File: src/rtl/scan_onehot_decoder.sv
// -----------------------------------------------------------------------------
// scan_onehot_decoder
//
// Registered one-hot decoder with a self-sequencing scan mode. It replaces the
// old cascaded 4-to-16 combinational decoder wherever the outputs must walk
// on their own (display digit muxing, row strobes, chip selects).
//
// Modes (chosen every cycle from en/mode):
//   OFF    : en=0. Outputs low. idx and the dwell counter keep their values.
//   DIRECT : en=1, mode=0. sel is registered and decoded, one cycle latency.
//   SCAN   : en=1, mode=1. idx walks 0..limit. Each position is held for
//            DWELL cycles. Entering SCAN, or pulsing load, reloads idx from sel.
//
// Ports:
//   clk    in   system clock, rising edge
//   n_rst  in   synchronous active-low reset
//   en     in   global enable
//   mode   in   0 = DIRECT, 1 = SCAN
//   load   in   SCAN reload strobe (idx <= sel)
//   sel    in   DIRECT index / SCAN start index
//   limit  in   SCAN last index before wrapping to 0
//   f      out  one-hot decode of idx, all-zero when OFF
//   idx    out  currently decoded index
//   wrap   out  one-cycle pulse on the cycle idx wraps limit -> 0
//
// All outputs come straight from flops. There is no combinational input to
// output path.
// -----------------------------------------------------------------------------
module scan_onehot_decoder #(
  parameter int SEL_W = 4,
  parameter int DWELL = 4
) (
  input  logic                  clk,
  input  logic                  n_rst,
  input  logic                  en,
  input  logic                  mode,
  input  logic                  load,
  input  logic [SEL_W-1:0]      sel,
  input  logic [SEL_W-1:0]      limit,
  output logic [(2**SEL_W)-1:0] f,
  output logic [SEL_W-1:0]      idx,
  output logic                  wrap
);

  localparam int OUT_W = 2 ** SEL_W;
  // Give the counter at least one bit so that DWELL=1 still has a legal vector.
  localparam int CNT_W = (DWELL > 1) ? $clog2(DWELL) : 1;
  localparam logic [CNT_W-1:0] DWELL_LAST = CNT_W'(DWELL - 1);

  localparam logic [1:0] ST_OFF    = 2'b00;
  localparam logic [1:0] ST_DIRECT = 2'b01;
  localparam logic [1:0] ST_SCAN   = 2'b10;

  logic [1:0]       state_r;
  logic [SEL_W-1:0] idx_r;
  logic [CNT_W-1:0] dwell_r;
  logic             wrap_r;
  logic [OUT_W-1:0] f_r;

  logic [1:0]       state_nxt_s;
  logic [SEL_W-1:0] idx_nxt_s;
  logic [CNT_W-1:0] dwell_nxt_s;
  logic             wrap_nxt_s;
  logic [OUT_W-1:0] f_nxt_s;

  // Binary index to one-hot vector.
  function automatic logic [OUT_W-1:0] onehot(input logic [SEL_W-1:0] i);
    logic [OUT_W-1:0] v;
    v    = {OUT_W{1'b0}};
    v[i] = 1'b1;
    return v;
  endfunction

  // Next-state selection: en has priority over mode.
  always_comb begin
    state_nxt_s = ST_OFF;
    if (!en) begin
      state_nxt_s = ST_OFF;
    end else if (!mode) begin
      state_nxt_s = ST_DIRECT;
    end else begin
      state_nxt_s = ST_SCAN;
    end
  end

  // Index, dwell and wrap updates for the state being entered this edge.
  always_comb begin
    idx_nxt_s   = idx_r;
    dwell_nxt_s = dwell_r;
    wrap_nxt_s  = 1'b0;
    case (state_nxt_s)
      ST_DIRECT: begin
        idx_nxt_s   = sel;
        dwell_nxt_s = {CNT_W{1'b0}};
      end
      ST_SCAN: begin
        // Entry from any other state and load are the same: restart at sel.
        // load also beats an advance on the same cycle.
        if ((state_r != ST_SCAN) || load) begin
          idx_nxt_s   = sel;
          dwell_nxt_s = {CNT_W{1'b0}};
        end else if (dwell_r == DWELL_LAST) begin
          dwell_nxt_s = {CNT_W{1'b0}};
          // Use >= rather than == so that a start index above limit wraps
          // instead of running away. It also stops idx+1 from overflowing.
          if (idx_r >= limit) begin
            idx_nxt_s  = {SEL_W{1'b0}};
            wrap_nxt_s = 1'b1;
          end else begin
            idx_nxt_s  = idx_r + SEL_W'(1'b1);
          end
        end else begin
          dwell_nxt_s = dwell_r + CNT_W'(1'b1);
        end
      end
      default: begin
        // OFF, plus recovery from the unused encoding: hold index and counter.
        idx_nxt_s   = idx_r;
        dwell_nxt_s = dwell_r;
      end
    endcase
  end

  // Output decode from the next registered values, so f lines up with idx.
  always_comb begin
    f_nxt_s = {OUT_W{1'b0}};
    if ((state_nxt_s == ST_DIRECT) || (state_nxt_s == ST_SCAN)) begin
      f_nxt_s = onehot(idx_nxt_s);
    end else begin
      f_nxt_s = {OUT_W{1'b0}};
    end
  end

  // State and output registers with synchronous active-low reset.
  always_ff @(posedge clk) begin
    if (!n_rst) begin
      state_r <= ST_OFF;
      idx_r   <= {SEL_W{1'b0}};
      dwell_r <= {CNT_W{1'b0}};
      wrap_r  <= 1'b0;
      f_r     <= {OUT_W{1'b0}};
    end else begin
      state_r <= state_nxt_s;
      idx_r   <= idx_nxt_s;
      dwell_r <= dwell_nxt_s;
      wrap_r  <= wrap_nxt_s;
      f_r     <= f_nxt_s;
    end
  end

  assign f    = f_r;
  assign idx  = idx_r;
  assign wrap = wrap_r;

endmodule
File: config.mk
export PLATFORM = sky130hd
export DESIGN_NAME = scan_onehot_decoder
export DESIGN_NICKNAME = d
export VERILOG_FILES = /design/src/rtl/scan_onehot_decoder.sv
export SDC_FILE = /design/constraint.sdc
export NUM_CORES = 1
export LEC_CHECK = 0
export BUFFER_PORTS_ARGS = -buffer_cell sky130_fd_sc_hd__buf_4
export CORE_UTILIZATION = 45
export CTS_CLUSTER_DIAMETER = 150
export CTS_CLUSTER_SIZE = 25
export DETAILED_ROUTE_END_ITERATION = 8
export HOLD_SLACK_MARGIN = 0.03
export PLACE_DENSITY = 0.71
export SLEW_MARGIN = 10
export SYNTH_ARGS = -nofsm -noshare
export SYNTH_HDL_FRONTEND = slang
export SYNTH_SLANG_ARGS = --single-unit
File: constraint.sdc
create_clock -name clk -period 2.7 [get_ports clk]
set_input_delay 0.405 -clock clk [delete_from_list [all_inputs] [get_ports clk]]
set_output_delay 0.405 -clock clk [all_outputs]
set_load 0.02 [all_outputs]
Yosys cells after proc, flatten, opt, wreduce, memory -nomap -nowiden
Index checks and enable logic that the tools add are counted.
Widths: inputs -> output; s select.
{"block": "totals", "ff_bits": 25, "output_inout_bits": 21, "elab_cells": 35, "inputBits": 13}
{"block": "classes", "mux": 12, "n_eq_ne": 4, "bitwise_logic": 3, "magnitude_cmp": 3, "addsub": 2, "reduce_logical": 6}
{"op": "$mux 4", "n": 3}
{"op": "$mux 2", "n": 4}
{"op": "$pmux 4 s2", "n": 1}
{"op": "$lt 4x5->1 const B", "n": 1}
{"op": "$add 4x1->4 const B", "n": 1}
{"op": "$demux 1 s4", "n": 1}
{"op": "$eq 2x2->1 const B", "n": 2}
{"op": "$ge 4x1->1 const B", "n": 1}
{"op": "$ge 4x4->1", "n": 1}
{"op": "$pmux 2 s2", "n": 1}
{"op": "$reduce_or 4->1", "n": 1}
{"op": "$not 1->1", "n": 3}
{"op": "$add 2x1->2 const B", "n": 1}
{"op": "$eq 2x1->1 const B", "n": 1}
{"op": "$logic_or 1x1->1", "n": 2}
{"op": "$mux 1", "n": 2}
{"op": "$ne 2x2->1 const B", "n": 1}
{"op": "$reduce_and 2->1", "n": 1}
{"op": "$reduce_bool 2->1", "n": 1}
{"op": "$logic_and 1x1->1", "n": 1}

Depth between registers and ports, before layout
{"block": "logic_depth", "word_depth": 9, "mapped_depth": 7, "ltp_nobuf": 7}

Worst setup path before layout
OpenSTA, ideal clock, no wires.
{"block": "synth_path", "kind": "reg2reg", "startpoint": "reg idx_r[0], in the netlist idx[0]", "endpoint": "reg f_r[4], in the netlist f[4]", "path_buffers": 0, "t_arrival_ns": 1.896, "synth_period_minus_slack_ns": 1.988, "setup_time_ns": 0.092, "path_stages_with_launch": 8, "slack_ns": 0.712, "required_ns": 2.608, "cell_sequence": "dfxtp_1 inv_1 ha_1 nor3b_1 o21ai_1 a31oi_2 a21oi_1 nor4_1"}
{"block": "synth_via", "elab_chain_cells": 9, "word_cells_on_any_way": 11, "classes_between": "add/sub: 1; order compare: 3; mux: 6; reduce/logical: 1"}
{"item": "start: declaration", "line_no": "55", "text": "logic [SEL_W-1:0] idx_r;"}
{"item": "start signal: assignment", "line_no": "138", "text": "idx_r <= {SEL_W{1'b0}};"}
{"item": "start signal: assignment", "line_no": "144", "text": "idx_r <= idx_nxt_s;"}
{"item": "$add 4x1->4 or $ge 4x4->1 (tied branches)", "line_no": "110, 106"}
{"item": "$mux 4", "line_no": "106", "text": "if (idx_r >= limit) begin"}
{"item": "$mux 4", "line_no": "102", "text": "end else if (dwell_r == DWELL_LAST) begin"}
{"item": "$mux 4", "line_no": "99", "text": "if ((state_r != ST_SCAN) || load) begin"}
{"item": "$pmux 4 s2 *", "line_no": "91", "text": "case (state_nxt_s)"}
{"item": "$lt 4x5->1 (not written as such) or $ge 4x1->1 (tied branches)", "line_no": "70", "text": "v[i] = 1'b1;"}
{"item": "$logic_and 1x1->1 (not written as such)", "line_no": "70"}
{"item": "$mux 1 (not written as such)", "line_no": "70"}
{"item": "$demux 1 s4 *", "line_no": "70"}
{"item": "end signal: assignment", "line_no": "141", "text": "f_r <= {OUT_W{1'b0}};"}
{"item": "end signal: assignment", "line_no": "147", "text": "f_r <= f_nxt_s;"}
{"item": "end: declaration", "line_no": "58", "text": "logic [OUT_W-1:0] f_r;"}
Every way passes the cells marked *; elsewhere a longest branch is shown, timed or not.
A chain may end at the register's enable or synchronous reset.

Final worst setup path
Same ends and word-level chain as after synthesis.

==> run summary <==
The flow ran to the end, and the final reports show no timing, DRC or antenna violations. The remaining design rule violation count is 0, and the number of max-slew violations in the final report is 0. The via count was 1055; the period utilization was 0.7997. The tools report the pin count of the biggest net entering global routing as 16. The final wirelength came out at 2599 um. The die covers 0.002883 sq mm. The core utilization of the finished layout came out at 0.5976. In the routed layout, each cell is associated on average with a via count of 5.672. TritonCTS built the clock tree. The run gives 0.5823 ns as the setup slack at placement.

The run gives 0 as the number of routed nets with antenna violations. The tightest min-delay check is of the primary input to flop type. Maximum level of the CTS H-tree: 1. The diode insertion count for antenna repair came out at 0. Among all stages on the critical path, the largest delay is contributed by sky130_fd_sc_hd__dfxtp_1.

Worst voltage drop across the vdd grid: 0.3035 mV. The violation count after the first detailed-routing iteration is 11, and the smallest setup slack after layout is 0.5408 ns. Leading register cell type out of synthesis: sky130_fd_sc_hd__dfxtp_1. The tools report the count of final hold-check violations as 0. The tools report the sink count of the clock tree as 25.

The first global-routing pass estimated 4153 um of wire. STA classifies the critical path startpoint as a flop. The post-synthesis to final-layout area growth was 24.25%; the number of antenna violations at the first check in global routing was 0.

The tools report the post-detailed-placement half-perimeter wirelength as 2020 um. Area of the core: 0.002500 sq mm. The shortest period the worst path allows was 2.159 ns. The cell area after placement came out at 0.001464 sq mm.

The effective utilization at floorplan is 0.4810. The library cell used most frequently in the layout, excluding fill and tap cells, is sky130_fd_sc_hd__buf_4. The count of buffer and inverter cells on the critical path was 1; the synthesized flop and latch total was 25. The leakage dissipation is 0.0006631 uW. Broken down by cell family, the worst path's largest delay share belongs to compound AO/OA/AOI/OAI gates.

The logs give 0 for the post-cts resize count and 2.39 ns for the critical path arrival. The clock arrives with 0.003347 ns of skew. At the pin with the least slew margin, the transition time is 0.5365 ns.

The number of global-route vias before repair is 920. In this run the worst path has a maximum fanout of 5. The logs give 4 for the detailed-router iteration count before antenna repair and 0.4162 for the sequential area share after synthesis. Across the run, the number of max-cap violations was 0.

For this design, the CTS-stage hold fixing added 0 buffers. For the CTS buffer count, the log shows 3. The critical path is of the flop to flop type. For flop-to-flop paths, the worst setup slack is 0.54 ns. Setup repair after global routing left no endpoint under its margin. For the buffers inserted during post-CTS setup optimization, the log shows 0. The run gives 0 as the number of setup violations in the final report.

The count of flip-flops with a built-in enable after synthesis was 0. Synthesis instantiated 47 different standard cells from the library. The top cell type's share of synthesized area was 0.4162; the net count after synthesis was 141.

The average instance in the mapped netlist occupies 9.856 sq um. The headroom to the max-slew limit was 0.6399; the clock latency reported for the late side of the worst-skew pair was 0.32 ns. The run gives 34 as the I/O pin total.

Ranked by total cell area, the synthesized netlist is headed by sky130_fd_sc_hd__dfxtp_1, sky130_fd_sc_hd__ha_1, sky130_fd_sc_hd__nor4_1, sky130_fd_sc_hd__and3_1, sky130_fd_sc_hd__nand2_1. At the end of routability-driven placement, the weighted congestion stood at 0.8489. At the worst endpoint, the required time is 2.93 ns. The global-route usage over all layers came out at 0.1985.

Summing internal, switching and leakage power gives 705.6 uW. The total number of nets in the final design was 176. The maximum single-stage delay on the critical path is 0.46 ns. The logs give 0.001494 sq mm for the summed area of non-filler cells in the final layout and 0 for the warning count from the yosys run. The buffer type at the clock tree root was sky130_fd_sc_hd__clkbuf_4. The routed length per instance is 13.97 um.

Summed over all failing endpoints, the final setup total negative slack is 0 ns. Leaving out fill and tap cells, the most frequent cells in the layout are sky130_fd_sc_hd__buf_4, sky130_fd_sc_hd__dfxtp_1, sky130_fd_sc_hd__nand2_1, sky130_fd_sc_hd__nor4_1. The worst setup path is captured at a flop. After technology mapping, the gate count stands at 122. The cell area power density works out to 472.3 mW/mm^2. The die boundary height was 53.69 um; the clock input transition at the sequential cells of the worst setup and hold paths was 0.14 ns. The total overflow left after global routing is 0.

The layout has 233 filler cells. The share of flip-flops with an asynchronous set or reset is 0, and the achievable frequency is 463.1 MHz. The cell type contributing the most total cell area after synthesis was sky130_fd_sc_hd__dfxtp_1. The fraction of final layout cells with drive strength greater than 1 was 0.3269. Counting along the longest clock path gives a buffer depth of 2. Measured along the x axis, the die boundary spans 53.69 um. The critical path goes through inv_1 -> ha_1 -> nor3b_1 -> o21ai_1 -> a31oi_2 -> a21oi_1 -> nor4_1.

The floorplan has 18 rows. The mapped netlist covers 0.001202 sq mm. Number of buffers added on ports: 33.
-- power by group --
| part | total (uW) | internal [uW] | switching [uW] | leakage, uW |
|---|---|---|---|---|
| sequential | 390 | 379 | 10.2 | 0.000203 |
| combinational | 142 | 59.8 | 82.6 | 0.000446 |
| clock | 174 | 56.7 | 117 | 0.0000139 |
-- worst register-to-register path: stages (launching register included) --
cell and delay, ns:
sky130_fd_sc_hd__dfxtp_1 0.46, sky130_fd_sc_hd__inv_1 0.10, sky130_fd_sc_hd__ha_1 0.28, sky130_fd_sc_hd__nor3b_1 0.24
sky130_fd_sc_hd__o21ai_1 0.13, sky130_fd_sc_hd__a31oi_2 0.37, sky130_fd_sc_hd__a21oi_1 0.22, sky130_fd_sc_hd__nor4_1 0.29
-- stage by stage --
| stage | instances | hold slack [ns] |
|---|---|---|
| 6_report | 186 | 0.3225 |
| 5_1_grt | 186 | 0.3111 |
| 4_1_cts | 186 | 0.3213 |
| 3_5_place_dp | 182 | 0.4785 |
| 3_3_place_gp | 182 | 0.4686 |
| 2_1_floorplan | 122 | 0.4596 |
-- state kept, by name (all words and copies together), names as in the netlist --
register / flops
f: 16
dwell_r: 2
state_r: 2
wrap: 1
idx: 4
-- cells in the mapped netlist, types with 3 or more instances --
| master | instances |
|---|---|
| sky130_fd_sc_hd__inv_1 | 7 |
| sky130_fd_sc_hd__nor2_1 | 4 |
| sky130_fd_sc_hd__nand2_1 | 8 |
| sky130_fd_sc_hd__dfxtp_1 | 25 |
| sky130_fd_sc_hd__ha_1 | 6 |
| sky130_fd_sc_hd__and3_1 | 7 |
| sky130_fd_sc_hd__o21ai_1 | 4 |
| sky130_fd_sc_hd__nor4_1 | 8 |
| sky130_fd_sc_hd__a21oi_1 | 5 |
| sky130_fd_sc_hd__nor3_1 | 5 |
| sky130_fd_sc_hd__nor2b_1 | 3 |
-- area by class of cell --
cell class,count,area (sq um),area share
Timing Repair Buffer,34,255.2,0.1709
Sequential cell,25,500.5,0.3350
Clock buffer,3,22.52,0.01508
Inverter,7,26.28,0.01759
Clock inverter,1,7.507,0.005025
Tap cell,30,37.54,0.02513
Multi-Input combinational cell,86,644.4,0.4313
-- per-layer routing --
| layer | up-vias | part of all wire | GRT usage |
|---|---|---|---|
| met2 | 31 | 0.50 | 0.3374 |
| met5 | - | 0 | 0 |
| met1 | 499 | 0.44 | 0.2351 |
| li1 | 523 | - | - |
| met4 | 0 | 0.0065 | 0.06579 |
| met3 | 2 | 0.047 | 0.05932 |
-- path summary, 6_finish.rpt --
path / from / endpoint / depth (start not counted)
setup / recovery: idx[0] / f[4] / 7
hold / removal: mode / state_r[0] / 2
setup reg to reg: idx[0] / f[4] / 7
hold reg to reg: dwell_r[1] / dwell_r[1] / 2
-- cells by family after synthesis --
kind of cell	count (synthesis)	synth area share
AND/OR/NAND/NOR	50	0.2529
AO/OA/AOI/OAI	27	0.1925
flip-flops	25	0.4162
buffers and inverters	11	0.04786
adder cells (fa/ha/maj)	6	0.06243
multiplexers	2	0.02081
XOR/XNOR	1	0.007285
Note: power is estimated with default switching activity, not from simulation.
